--- config.mk ---
export PLATFORM = sky130hd
export DESIGN_NAME = two_way_mux_component
export DESIGN_NICKNAME = d
export VERILOG_FILES = /design/src/rtl/two_way_mux_component_pkg.sv /design/src/rtl/two_way_mux_component_sat_counter.sv /design/src/rtl/two_way_mux_component.sv
export SDC_FILE = /design/constraint.sdc
export NUM_CORES = 1
export LEC_CHECK = 0
export ABC_AREA = 1
export CAP_MARGIN = 10
export CORE_MARGIN = 2
export CORE_UTILIZATION = 43
export DETAILED_ROUTE_END_ITERATION = 10
export PLACE_DENSITY = 0.83
export SYNTH_ARGS = -nofsm -noshare
export SYNTH_HDL_FRONTEND = slang
export SYNTH_SLANG_ARGS = --single-unit
--- constraint.sdc ---
create_clock -name clk -period 1.7 [get_ports clk]
set_clock_uncertainty 0.15 [all_clocks]
set_input_delay 0.34 -clock clk [delete_from_list [all_inputs] [get_ports clk]]
set_output_delay 0.34 -clock clk [all_outputs]
set_load 0.05 [all_outputs]
--- src/rtl/two_way_mux_component_pkg.sv ---
// Shared defaults for the two-way mux component and its selection counters.
package two_way_mux_component_pkg;

  localparam int WIDTH_DEF     = 16;
  localparam int CNT_WIDTH_DEF = 16;

endpackage

--- src/rtl/two_way_mux_component_sat_counter.sv ---
// Unsigned up-counter that stops at all-ones instead of wrapping.
module sat_counter #(
  parameter int CNT_WIDTH = 16
) (
  input  logic                 clk,
  input  logic                 reset,
  input  logic                 inc,
  output logic [CNT_WIDTH-1:0] count
);

  localparam logic [CNT_WIDTH-1:0] CNT_ONE = CNT_WIDTH'(1);
  localparam logic [CNT_WIDTH-1:0] CNT_MAX = '1;

  always_ff @(posedge clk) begin
    if (reset) begin
      count <= '0;
    end else if (inc && (count != CNT_MAX)) begin
      count <= count + CNT_ONE;
    end
  end

endmodule

--- src/rtl/two_way_mux_component.sv ---
// Two-input data mux with a registered copy of the result and per-input
// saturating selection counters.
module two_way_mux_component
  import two_way_mux_component_pkg::*;
#(
  parameter int WIDTH     = WIDTH_DEF,
  parameter int CNT_WIDTH = CNT_WIDTH_DEF
) (
  input  logic                 clk,
  input  logic                 reset,
  input  logic [WIDTH-1:0]     in0,
  input  logic [WIDTH-1:0]     in1,
  input  logic                 op,
  output logic [WIDTH-1:0]     out,
  output logic [WIDTH-1:0]     out_q,
  output logic                 op_q,
  output logic [CNT_WIDTH-1:0] sel_count0,
  output logic [CNT_WIDTH-1:0] sel_count1
);

  logic sel1;

  // Only a definite 1 picks in1; anything else (X/Z included) falls back to in0.
  assign sel1 = (op === 1'b1);
  assign out  = (op === 1'b1) ? in1 : in0;

  always_ff @(posedge clk) begin
    if (reset) begin
      out_q <= '0;
      op_q  <= 1'b0;
    end else begin
      out_q <= out;
      op_q  <= op;
    end
  end

  sat_counter #(.CNT_WIDTH(CNT_WIDTH)) u_cnt0 (
    .clk   (clk),
    .reset (reset),
    .inc   (~sel1),
    .count (sel_count0)
  );

  sat_counter #(.CNT_WIDTH(CNT_WIDTH)) u_cnt1 (
    .clk   (clk),
    .reset (reset),
    .inc   (sel1),
    .count (sel_count1)
  );

endmodule

==> results.ini <==
[global_route]
grt_overflow=0
grt_max_degree=32
gr-usage-all-layers_pct=25.8
antenna_found_initial=0
gr-max-usage-layer=met2
use_met1_pct=29.7
grt_pass1_vias=2872
gr-usage-met2_pct=47.5
grt_pass1_wl_um=13000
grt.met3_usage_pct=4.52

[sta]
finalSetupViolCount=0
fin_crit_sh_pct=97.5
worst_pin_slew_ns=0.293
maxSlewViolCount=0
hold_ws_ns=0.342
slew-limit-headroom_pct=80.4
max_freq_ghz=0.604
post-route-min-period_ns=1.66
hold_viol=0
fin_ws_ns=0.0431

[setup_path]
cp-end-kind=output port
crit_required_ns=1.21
worst-setup-path-type=input port to output port
cp_max_fo=2
start_kind=input port
arrival_ns=1.17

[cts]
cts_tree=built
worstSkewPairLatency_ns=0.32
cts.reportedPaths.clkPinSlew_ns=0.10
clk_path_buf_depth=2
numClockSinks=49
h-tree-depth=2
cts-root-buf=clkbuf_8
cts_made_buffers=5
holdBufCountCts=0

[floorplanning]
die_area_sq_um=6400
ioPinCount=100
fp-row-count=27
core-area_sq_um=5540
die_y_um=80.0
start_util_pct=44.9
die_width_um=80.0

[cells_and_area]
diodes=0
layout_commonest_cell=nand2_1
final_cells=614
fin_util_pct=81.7
nNetsFinal=578
final_cell_mix=144 x nand2_1, 88 x nor2_1, 53 x buf_12, 53 x buf_4, 33 x clkdlybuf4s50_1
areaGrowthSynthToFinish_pct=82.2
fillers=353
drive_above_1_share_pct=31.5

[min_path]
hold_path.class=input port to flop

[synth]
ys_seq_area_share_pct=39.5
yosysTopAreaCell=dfxtp_1
ys_ff_latch=49
ys_types=21
synth_cells=401
synth_top_area_share_pct=39.5
avgSynthCellArea_sq_um=6.20
synthesis.area_sq_um=2480
syn_nets=438
ys_top_cells_by_area=dfxtp_1 39%, nand2_1 22%, nor2_1 14%
synth_warnings=0

[drt]
wirelength_um=8570
drc=0
drt_iter0_markers=174
drt_pass1_iterations=4
ant_nets=0
vias_per_cell=5.02
vias=3084
wl_per_cell_um=14.0

[flow_run]
cap_violations=0

[placement]
dp.cells=601
routabilityCongestion=0.831
io_buffer_count=99
dpl.hpwl_um=6240
place_ws_ns=-0.303

[power_and_ir_drop]
finalPower_mw=2.72
power_leakage_nw=1.96
power_density_nw_per_um2=601
irDropWorstVdd_mv=0.416

[status]
status=finished, final reports clean

area by class of cell:
class / instances / area [sq um] / share of cell area, %
clock buffers: 5 / 68.8 / 1.52
clock inverters: 3 / 25.0 / 0.553
inverters: 31 / 119 / 2.63
multi-input cells: 312 / 1400 / 30.8
flip-flops and latches: 49 / 1020 / 22.5
well taps: 72 / 90.1 / 1.99
repair buffers: 142 / 1810 / 40.0
cells in the mapped netlist:
library cell,n
nand3b_1,1
nand2_1,148
buf_6,1
inv_1,29
buf_4,2
dfxtp_1,49
nand2_2,4
nor2_4,4
buf_2,5
ha_1,2
nor3_1,1
inv_2,2
nand4_1,3
o21ai_0,2
clkbuf_1,2
and3b_1,1
nand3_4,1
a21oi_1,26
nand3_1,20
nor2_2,5
nor2_1,93
cells by family after synthesis:
family                   share of synthesized area (%)
AO/OA/AOI/OAI                                     5.64
adder cells (fa/ha/maj)                           1.01
buffers and inverters                             7.05
flip-flops                                        39.5
AND/OR/NAND/NOR                                   46.8
state kept, by name, summed over array words and instances, names as in the netlist:
register      count
u_cnt1.count     16
out_q            16
op_q              1
u_cnt0.count     16
stage by stage:
| stage | setup TNS [ns] | instance area [sq um] |
|---|---|---|
| 6_report | 0 | 4530 |
| 5_1_grt | -0.00898 | 4530 |
| 4_1_cts | 0 | 4430 |
| 3_5_place_dp | -8.73 | 4320 |
| 3_3_place_gp | -8.37 | 4320 |
| 2_1_floorplan | 0 | 2520 |
worst paths after layout:
| path | from | end | slack [ns] | cells past startpoint |
|---|---|---|---|---|
| hold reg to reg | u_cnt1.count[11] | u_cnt1.count[11] | 0.39 | 2 |
| hold / removal | op | op_q | 0.34 | 4 |
| setup reg to reg | u_cnt1.count[0] | u_cnt1.count[12] | 0.11 | 10 |
| setup / recovery | in1[9] | out[9] | 0.04 | 4 |
report_power, final:
| group | switching [mW] | leakage (nW) | internal, mW |
|---|---|---|---|
| Clock | 0.446 | 0.0452 | 0.301 |
| Combinational | 0.412 | 1.50 | 0.355 |
| Sequential | 0.0241 | 0.412 | 1.18 |
timing repair:
action / CTS / global route
resized for setup: 7 / 21
setup buffers: 0 / 3
endpoints found under the hold margin: 0 / 0
endpoints found under the setup margin: 16 / 35
cloned: 0 / 2
pin swaps: 0 / 3
critical path, cell delays in order:
cell	delay, ns
clkdlybuf4s50_1	0.48
nand2_1	0.07
nand2_1	0.13
buf_12	0.14
layer usage:
metal | vias to the layer above | wire length [um]
li1 | 1516 | -
met1 | 1451 | 3250
met2 | 101 | 4780
met3 | 16 | 389
met4 | 0 | 149
met5 | - | 0
No activity file was read; power rests on OpenSTA's default activity.
